## src/rtl/ycbcr2rgb.sv

```systemverilog
// Four-stage BT.601 full-range YCbCr -> RGB888 converter with DE/HSYNC/VSYNC delayed to match.
// Optional output saturation: define YCBCR2RGB_CLAMP_EN; otherwise results wrap modulo 256.
module ycbcr2rgb #(
    parameter int COEF_FRAC = 14,
    parameter int OFFSET    = 128
) (
    input  logic        clk,
    input  logic        rst,
    input  logic        de_in,
    input  logic        h_sync_in,
    input  logic        v_sync_in,
    input  logic [23:0] pixel_in,
    output logic        de_out,
    output logic        h_sync_out,
    output logic        v_sync_out,
    output logic [23:0] pixel_out
);

    // Integer form of round(c * 2^COEF_FRAC); 64-bit keeps the scaled constants exact.
    localparam logic signed [17:0] KR_CR = 18'(((64'd1402   << COEF_FRAC) + 64'd500)    / 64'd1000);
    localparam logic signed [17:0] KG_CB = 18'(((64'd344136 << COEF_FRAC) + 64'd500000) / 64'd1000000);
    localparam logic signed [17:0] KG_CR = 18'(((64'd714136 << COEF_FRAC) + 64'd500000) / 64'd1000000);
    localparam logic signed [17:0] KB_CB = 18'(((64'd1772   << COEF_FRAC) + 64'd500)    / 64'd1000);
    localparam logic signed [25:0] HALF  = 26'sd1 <<< (COEF_FRAC - 1);

    // S1 registers
    logic        [8:0]  y1_q;
    logic signed [8:0]  cbo_q, cro_q;
    logic signed [8:0]  cbo_d, cro_d;
    // S2 registers
    logic signed [25:0] ys_q, pr_q, pgb_q, pgr_q, pb_q;
    // S3 registers, index 0/1/2 = R/G/B
    logic signed [25:0] s_q [3];
    // S4 / output registers
    logic        [23:0] pixel_q, pixel_d;
    // Sync chain, each entry {de, h_sync, v_sync}
    logic [3:0][2:0]    sync_q;

    logic [7:0] ch [3];
`ifdef YCBCR2RGB_CLAMP_EN
    logic signed [11:0] rnd [3];
`else
    logic        [7:0]  rnd [3];
`endif

    assign cbo_d = 9'({1'b0, pixel_in[15:8]} - 9'(OFFSET));
    assign cro_d = 9'({1'b0, pixel_in[7:0]}  - 9'(OFFSET));

    always_comb begin
        for (int i = 0; i < 3; i++) begin
`ifdef YCBCR2RGB_CLAMP_EN
            rnd[i] = 12'((s_q[i] + HALF) >>> COEF_FRAC);
            if (rnd[i][11])
                ch[i] = 8'h00;
            else if (|rnd[i][10:8])
                ch[i] = 8'hFF;
            else
                ch[i] = rnd[i][7:0];
`else
            rnd[i] = 8'((s_q[i] + HALF) >>> COEF_FRAC);
            ch[i]  = rnd[i];
`endif
        end
        // Blank using the DE that travels alongside the S3 data.
        pixel_d = sync_q[2][2] ? {ch[0], ch[1], ch[2]} : 24'h0;
    end

    always_ff @(posedge clk) begin
        if (rst) begin
            y1_q    <= '0;
            cbo_q   <= '0;
            cro_q   <= '0;
            ys_q    <= '0;
            pr_q    <= '0;
            pgb_q   <= '0;
            pgr_q   <= '0;
            pb_q    <= '0;
            for (int i = 0; i < 3; i++) s_q[i] <= '0;
            pixel_q <= '0;
            sync_q  <= '0;
        end else begin
            y1_q    <= {1'b0, pixel_in[23:16]};
            cbo_q   <= cbo_d;
            cro_q   <= cro_d;

            ys_q    <= 26'(y1_q) << COEF_FRAC;
            pr_q    <= 26'(cro_q) * 26'(KR_CR);
            pgb_q   <= 26'(cbo_q) * 26'(KG_CB);
            pgr_q   <= 26'(cro_q) * 26'(KG_CR);
            pb_q    <= 26'(cbo_q) * 26'(KB_CB);

            s_q[0]  <= ys_q + pr_q;
            s_q[1]  <= ys_q - pgb_q - pgr_q;
            s_q[2]  <= ys_q + pb_q;

            pixel_q <= pixel_d;
            sync_q  <= {sync_q[2:0], {de_in, h_sync_in, v_sync_in}};
        end
    end

    assign de_out     = sync_q[3][2];
    assign h_sync_out = sync_q[3][1];
    assign v_sync_out = sync_q[3][0];
    assign pixel_out  = pixel_q;

endmodule

```

## config.mk

```make
export PLATFORM = sky130hd
export DESIGN_NAME = ycbcr2rgb
export DESIGN_NICKNAME = d
export VERILOG_FILES = /design/src/rtl/ycbcr2rgb.sv
export SDC_FILE = /design/constraint.sdc
export NUM_CORES = 1
export LEC_CHECK = 0
export CORE_MARGIN = 3
export CORE_UTILIZATION = 40
export CTS_CLUSTER_DIAMETER = 120
export CTS_CLUSTER_SIZE = 14
export DETAILED_ROUTE_END_ITERATION = 7
export HOLD_SLACK_MARGIN = 0.05
export PLACE_DENSITY = 0.58
export SLEW_MARGIN = 0
export SYNTH_ARGS = -nofsm -noshare
export SYNTH_HDL_FRONTEND = slang
export SYNTH_SLANG_ARGS = --single-unit
```

## constraint.sdc

```tcl
create_clock -name clk -period 6.6 [get_ports clk]
set_input_delay 1.32 -clock clk [delete_from_list [all_inputs] [get_ports clk]]
set_output_delay 1.32 -clock clk [all_outputs]
set_load 0.02 [all_outputs]
```

======== Word-level counts from Yosys, hierarchy flattened ========
Memory sizes are Yosys's and may differ from the RTL's.
Index checks and enable logic that the tools add are counted.
word-level totals
  output and inout port bits .............. 27
  logic and storage cells ................. 44
  flip-flop bits (word level) ............. 193
  input bits .............................. 29
  bits in writable memories ............... 78
  memories ................................ 1
operators by class
  bitwise gates (word level) .............. 4
  $add $sub $neg .......................... 9
  muxes and demuxes ....................... 6
  multipliers ............................. 4
  reductions and logical operators ........ 1
memories
  memory  words  width  read ports  clocked after Yosys merged registers in  write ports  line  RTL
  s_q     3      26     3           0                                        3            33    logic signed [25:0] s_q [3];
operators with widths
  kind                      count
  $mux W26                  3
  $add A22 B15 Y22 const B  3
  $mul A9 B13 Y22 const B   3
  $add A26 B26 Y26          2
  $sub A26 B26 Y26          2
  $mul A9 B15 Y24 const B   1
  $sub A8 B8 Y9 const B     2
  $mux W1                   3
  $or A1 B1 Y1              3
  $reduce_or A2 Y1          1
  $not A1 Y1                1

======== Depth between registers and ports, before layout ========
Gate-level depths: netlist of the first run.
  word-level depth ........................ 3
  gate-level depth with buffers ........... 17
  depth with buffers taken out ............ 17

======== Worst setup path after synthesis of the first run ========
Ideal clock, no wire load.
  path kind ............................... reg-to-reg
  start ................................... register cro_q[4]
  end ..................................... register pgr_q[20]
  stages on the path, launching flop included .. 18
  path slack .............................. 1737 ps
  setup time .............................. 121 ps
  arrival ................................. 4742 ps
  path through ............................ dfxtp_1 -> ha_1 -> inv_1 -> fa_1 -> inv_1 -> fa_1 -> inv_1 -> fa_1 -> inv_1 -> fa_1 -> ha_1 -> nor2b_1 -> o21a_1 -> o21ai_0 -> a21oi_1 -> a2111oi_2 -> a21oi_1 -> mux2_2
between the ends
  cells in the longest elaborated chain, start to end .. 1
ends and longest elaborated chain
  element                 line  RTL
  from (decl)             28    logic signed [8:0] cbo_q, cro_q;
  from (signal assigned)  84    cro_q <= cro_d;
  $mul A9 B13 Y22         89    pgr_q <= 26'(cro_q) * 26'(KG_CR);
  to (signal assigned)    89
  to (decl)               31    logic signed [25:0] ys_q, pr_q, pgb_q, pgr_q, pb_q;
No other way between the ends.
A chain may end at the register's enable or synchronous reset.

======== Worst setup path after layout of the first run ========
Ends and elaborated chain as after synthesis.

==> metrics.md, run 1 <==
| Metric | Value |
|---|---|
| CP Data Required Time | 6900 ps |
| Setup_tns | 0 ps |
| Net count reported at finish | 1715 |
| Placeable Area | 30110 um^2 |
| Num rows | 63 |
| WHS Endpoint | ys_q[17] |
| Post-CTS sizing | 0 |
| Setup-failing EPs final | 0 |
| Worst Hold Depth | 1 |
| Critical R2R Capture | pgr_q[20] |
| Syn Nets | 1657 |
| Die X | 182.0 um |
| Die height | 182.0 um |
| Initial Util | 41.15% |
| Routed WL | 24630 um |
| Mux share of post-synthesis cell area | 0.4747% |
| Share of layout cells above drive strength 1 | 4.024% |
| Clock Root Buffer | clkbuf_16 |
| Unrepaired setup endpoints after global routing | no |
| # Post-CTS Setup Buffers | 0 |
| Leak pwr | 6.921 nW |
| DRT iter0 DRCs | 383 |
| Critical Path Source Type | register |
| Worst-path clk slew | 70 ps |
| Pint | 0.002508 W |
| Clk sinks | 154 |
| Minimum hold slack | 433.1 ps |
| Slew @ Worst Pin | 913.2 ps |
| CP Capture Type | register |
| Largest net degree at the start of global routing | 87 |
| Fin worst setup slack | 1250 ps |
| Final period utilization | 81.06% |
| Vias in the first global route | 8422 |
| Cell area after synthesis | 12390 um^2 |
| WS Path Type | register to register |
| Cells on worst reg2reg path | 17 |
| Peak supply drop | 0.0001954 V |
| Gate power share | 45.0% |
| Status | completed |
| Worst-skew pair later-pin latency | 420 ps |
| Vias/cell | 4.837 |
| Vias | 8377 |
| Area grow syn2layout | 12.95% |
| Maximum capacitance violations | 0 |
| First-pass GRT wire length | 41970 um |
| IO buf count | 55 |
| # diodes | 0 |
| Top Ports | 56 |
| Number of enable flip-flop cells after synthesis | 0 |
| GP Congestion | 0.9004 |
| Worst min path class | register to register |
| Post-synthesis compound-gate area fraction | 7.958% |
| Period minus WS final | 5350 ps |
| Final Hold Viols | 0 |
| Post-synthesis adder-cell area fraction | 42.17% |
| Top cell type by total area after synthesis | ha_1 |
| First-pass DRT Iterations | 4 |
| Cell total after placement | 1700 |
| CP arrival | 5650 ps |
| Seq/Total Area, Yosys | 24.88% |
| Total grt overflow | 0 |
| Initial antenna violation count | 0 |
| Register bit total from synthesis | 154 |
| Mean post-synth cell area | 9.748 um^2 |
| Share of the synthesized area in the top cell type | 25.85% |
| Switching pwr | 0.001552 W |
| Min-delay src | y1_q[3] |
| H-tree Lvls | 4 |
| Slew HR | 38.34% |
| Detailed Place HPWL | 20130 um |
| Most common flop cell mapped by yosys | dfxtp_1 |
| Simple-gate share of the synthesized area | 12.22% |
| Maximum clock insertion buffer count | 2 |
| Cts bufs inserted | 17 |
| Routed WL per cell | 14.22 um |
| Sequential share of power | 28.9% |
| Yosys warns | 0 |
| Asr flop ratio synth | 0% |
| Layout Cells excl Fill | 1732 |
| Die ar. | 33120 um^2 |
| Synth cell count leaders | ha_1, inv_1, dfxtp_1 |
| Cell Pwr Density | 290.2 nW/um^2 |
| Switch share | 38.23% |
| Synth cell types | 58 |
| Total global-route track usage | 15.62% |
| CP Max Fanout | 8 |
| R2R setup slack | 1250 ps |
| Fmax | 0.1869 GHz |
| Final Max Slew Viols | 0 |
| Clk_skew | 11.57 ps |
| Clk pwr share | 26.1% |
| Pre-CTS setup slack | 1285 ps |
| Detail Route Antenna Nets | 0 |
| Drt drc | 0 |
| TritonCTS clock tree | yes |
| Syn Inst Count | 1271 |
| Post-synthesis xor/xnor area fraction | 5.019% |
| Synth top area cells | ha_1, dfxtp_1, fa_1 |
| Count leader, synth | ha_1 |
| Cts hold-fix bufs | 0 |
| Largest family of logic cells by synthesized area | adder cells |
| R2R Path Start | cro_q[4] |
[power groups by stage]
stage | registers (W) | clock network [W] | logic [W]
6_report | 0.00117 | 0.00106 | 0.00183
5_1_grt | 0.00119 | 0.00113 | 0.00211
4_1_cts | 0.00118 | 0.00109 | 0.00184
3_5_place_dp | 0.00120 | 0 | 0.00181
3_3_place_gp | 0.00119 | 0 | 0.00180
2_1_floorplan | 0.00116 | 0 | 0.00141
[area by class of cell]
class	instances	area, um^2
fillers	2938	16120
multi-input cells	877	8406
flip-flops and latches	154	3083
inverters	223	837.1
repair buffers	56	555.5
well taps	390	488.0
clock buffers	17	425.4
clock inverters	15	198.9
[worst max-delay path, stage by stage, from the launching register on]
cell,delay [ps]
dfxtp_1,550
ha_1,320
inv_1,140
fa_1,590
inv_1,70
fa_1,500
inv_1,60
fa_1,500
inv_1,50
fa_1,450
ha_1,340
nor2b_1,160
o21a_1,180
o21ai_0,320
a21oi_1,140
a2111oi_2,430
a21oi_1,140
mux2_2,290
[kinds of logic after synthesis]
group | count (synthesis)
multiplexers | 5
flip-flops | 154
XOR/XNOR | 71
AO/OA/AOI/OAI | 148
AND/OR/NAND/NOR | 296
adder cells (fa/ha/maj) | 357
buffers and inverters | 240
[cell usage in the layout (no fill, tap or decap), types with 12 or more instances in the layout]
cell type	instances
nand2_1	32
nor2_1	91
ha_1	256
xnor2_1	36
nor3_1	14
clkdlybuf4s50_1	54
fa_1	101
dfxtp_1	154
a21oi_1	42
or3_1	12
nand3_1	25
a21o_1	14
xor2_1	35
clkbuf_16	17
inv_1	223
nor2b_1	74
o21ai_0	31
[per-layer routing]
| metal | vias up | global-route usage, % | part of all wire (%) |
|---|---|---|---|
| met1 | 3943 | 22.27 | 50 |
| li1 | 4280 | - | - |
| met3 | 16 | 2.724 | 4.0 |
| met2 | 138 | 24.79 | 45 |
| met5 | - | 0 | 0 |
| met4 | 0 | 3.565 | 1.2 |
[flip-flops by register name, indices dropped and copies added, names as in the netlist, 8 cells and up]
name / count
s_q: 27
pixel_out: 24
pgb_q: 21
pgr_q: 16
pr_q: 13
pb_q: 9
sync_q: 9
cbo_q: 8
cro_q: 8
y1_q: 8
ys_q: 8
[worst max-delay path by stage]
stage	startpoint	to	slack, ps	depth (start not counted)
5_1_grt	cro_q[4]	pgr_q[20]	930	17
3_5_place_dp	cro_q[4]	pgr_q[20]	1290	17
4_1_cts	cro_q[4]	pgr_q[20]	1270	17
2_1_floorplan	cro_q[4]	pgr_q[20]	1740	17
6_report	cro_q[4]	pgr_q[20]	1250	17
3_3_place_gp	cro_q[4]	pgr_q[20]	1410	17
[metrics by stage]
step | total power, W | instance area [um^2] | util (%)
detailed placement | 0.003010 | 13370 | 44.40
floorplan | 0.002575 | 12390 | -
global route | 0.004433 | 13990 | 46.47
finish | 0.004060 | 13990 | 46.47
CTS | 0.004104 | 13990 | 46.47
global placement | 0.002991 | 13370 | 44.40
No activity file was read; power rests on OpenSTA's default activity.
==> run 2, diff against run 1 <==
- PLACE_DENSITY: 0.58 -> 0.6
- clock period: 6.6 -> 4.4 ns (I/O delays scaled with it)
==> metrics.md, run 2 (synthesized netlist as in run 1, its figures left out) <==
| Metric | Value |
|---|---|
| Fmax | 0.2236 GHz (was 0.1869 GHz) |
| Peak supply drop | 0.0003254 V (was 0.0001954 V) |
| Placeable Area | 30110 um^2 (unchanged) |
| Post-DP Area | 14000 um^2 (was 13370 um^2) |
| Critical Path Source Type | register (unchanged) |
| # diodes | 0 (unchanged) |
| Slew @ Worst Pin | 942.4 ps (was 913.2 ps) |
| Initial Util | 41.15% (unchanged) |
| Layout Utilization | 50.05% (was 46.47%) |
| Die ar. | 33120 um^2 (unchanged) |
| Drt drc | 0 (unchanged) |
| Fin area | 15070 um^2 (was 13990 um^2) |
| IO buf count | 55 (unchanged) |
| Die height | 182.0 um (unchanged) |
| Cells along the critical path | fa_2, fa_1, fa_1, fa_1, fa_1, ha_4, nor4_4, o211ai_1, a41oi_2, o22ai_2, o21a_1, or3_4, a21oi_2 (was ha_1, inv_1, fa_1, inv_1, fa_1, inv_1, fa_1, inv_1, fa_1, ha_1, nor2b_1, o21a_1, o21ai_0, a21oi_1, a2111oi_2, a21oi_1, mux2_2) |
| Setup_tns | -142.3 ps (was 0 ps) |
| Area taken by flip-flops and latches | 3117 um^2 (was 3083 um^2) |
| Fillers | 2762 (was 2938) |
| CP Data Required Time | 4760 ps (was 6900 ps) |
| Crit path top cell by count | fa_1 |
| Share of layout cells above drive strength 1 | 14.98% (was 4.024%) |
| H-tree Lvls | 4 (unchanged) |
| Cts hold-fix bufs | 0 (unchanged) |
| Routed WL per cell | 14.16 um (was 14.22 um) |
| Clk_skew | 18.23 ps (was 11.57 ps) |
| Final period utilization | 101.6% (was 81.06%) |
| Minimum hold slack | 434.1 ps (was 433.1 ps) |
| Routed WL | 25760 um (was 24630 um) |
| Period minus WS final | 4472 ps (was 5350 ps) |
| Total global-route track usage | 16.25% (was 15.62%) |
| First-pass DRT Iterations | 4 (unchanged) |
| Violated checks | setup timing |
| Cell total after placement | 1775 (was 1700) |
| Num rows | 63 (unchanged) |
| Die X | 182.0 um (unchanged) |
| Top delay family on crit path | adder cells (unchanged) |
| Top Ports | 56 (unchanged) |
| CP arrival | 4830 ps (was 5650 ps) |
| Slew HR | 36.38% (was 38.34%) |
| Detail Route Antenna Nets | 0 (unchanged) |
| Clock Root Buffer | clkbuf_16 (unchanged) |
| Unrepaired setup endpoints after global routing | yes (was no) |
| Vias | 8684 (was 8377) |
| Critical path's largest stage delay | 510 ps (was 590 ps) |
| DRT iter0 DRCs | 370 (was 383) |
| WS Path Type | register to register (unchanged) |
| Cts bufs inserted | 17 (unchanged) |
| Net count reported at finish | 1802 (was 1715) |
| Final Hold Viols | 0 (unchanged) |
| Largest net degree at the start of global routing | 89 (was 87) |
| Worst Path Buf+Inv | 0 (was 4) |
| Area grow syn2layout | 21.63% (was 12.95%) |
| Maximum clock insertion buffer count | 2 (unchanged) |
| Detailed Place HPWL | 21140 um (was 20130 um) |
| Setup-failing EPs final | 5 (was 0) |
| Highest-count cells in the layout ignoring fill and taps | ha_1, inv_1, dfxtp_1 (unchanged) |
| Worst-skew pair later-pin latency | 430 ps (was 420 ps) |
| Area of the multi-input gates | 8805 um^2 (was 8406 um^2) |
| Reg with most FFs | s_q (unchanged) |
| Total grt overflow | 0 (unchanged) |
| Most common cell after layout, fill and taps aside | ha_1 (unchanged) |
| Vias in the first global route | 8864 (was 8422) |
| Worst min path class | register to register (unchanged) |
| Layout Cells excl Fill | 1819 (was 1732) |
| Cell Pwr Density | 420.5 nW/um^2 (was 290.2 nW/um^2) |
| GP Congestion | 0.9050 (was 0.9004) |
| First-pass GRT wire length | 43680 um (was 41970 um) |
| Worst-path clk slew | 80 ps (was 70 ps) |
| Final Max Slew Viols | 0 (unchanged) |
| Vias/cell | 4.774 (was 4.837) |
| Slowest cell on crit path | fa_1 (unchanged) |
| Largest register FFs | 27 (unchanged) |
| Clk sinks | 154 (unchanged) |
| Leak pwr | 7.372 nW (was 6.921 nW) |
| Initial antenna violation count | 0 (unchanged) |
| Maximum capacitance violations | 0 (unchanged) |
| CP Capture Type | register (unchanged) |
| TritonCTS clock tree | yes (unchanged) |
| CP Max Fanout | 5 (was 8) |
| Fin worst setup slack | -71.70 ps (was 1250 ps) |
| Status | finished with violations (was completed) |
## run 2: power breakdown
part	internal (W)	leakage (nW)	total, W	switching (W)
registers	0.00162	1.28	0.00174	0.000125
clock network	0.000764	0.280	0.00147	0.000705
logic	0.00148	5.82	0.00312	0.00165
total	0.00386	7.37	0.00634	0.00248
## run 2: layer usage
metal | track usage, % | share of wire (%) | vias up
met1 | 22.68 | 50 | 4096
met4 | 3.870 | 1.2 | 0
met3 | 2.464 | 3.3 | 17
met2 | 26.56 | 46 | 119
li1 | - | - | 4452
met5 | 0 | 0 | -
## run 2: final timing paths
kind,end,cells after the start,slack (ps),from
setup / recovery,pr_q[21],13,-70,cro_q[4]
hold / removal,ys_q[15],1,430,y1_q[1]
setup reg to reg,pr_q[21],13,-70,cro_q[4]
hold reg to reg,ys_q[15],1,430,y1_q[1]
## run 2: layout make-up
class	count	share of cell area (%)
Clock buffer	17	2.823
Inverter	223	5.571
Multi-Input combinational cell	877	58.43
Clock inverter	15	1.113
Tap cell	390	3.238
Sequential cell	154	20.68
Timing Repair Buffer	143	8.145
## run 2: stage by stage
| step | worst slack (ps) | power (W) |
|---|---|---|
| after CTS | -94.75 | 0.006208 |
| after global routing | -245.8 | 0.006938 |
| after detailed placement | -220.0 | 0.004679 |
| final | -71.70 | 0.006337 |
| after floorplan | -20.08 | 0.003890 |
| after global placement | -144.8 | 0.004623 |
## run 2: timing repair
action / CTS / global route
gates resized for setup: 24 / 68
pin swaps: 22 / 36
endpoints found under the setup margin: 12 / 21
setup buffers: 3 / 9
gates cloned: 0 / 0
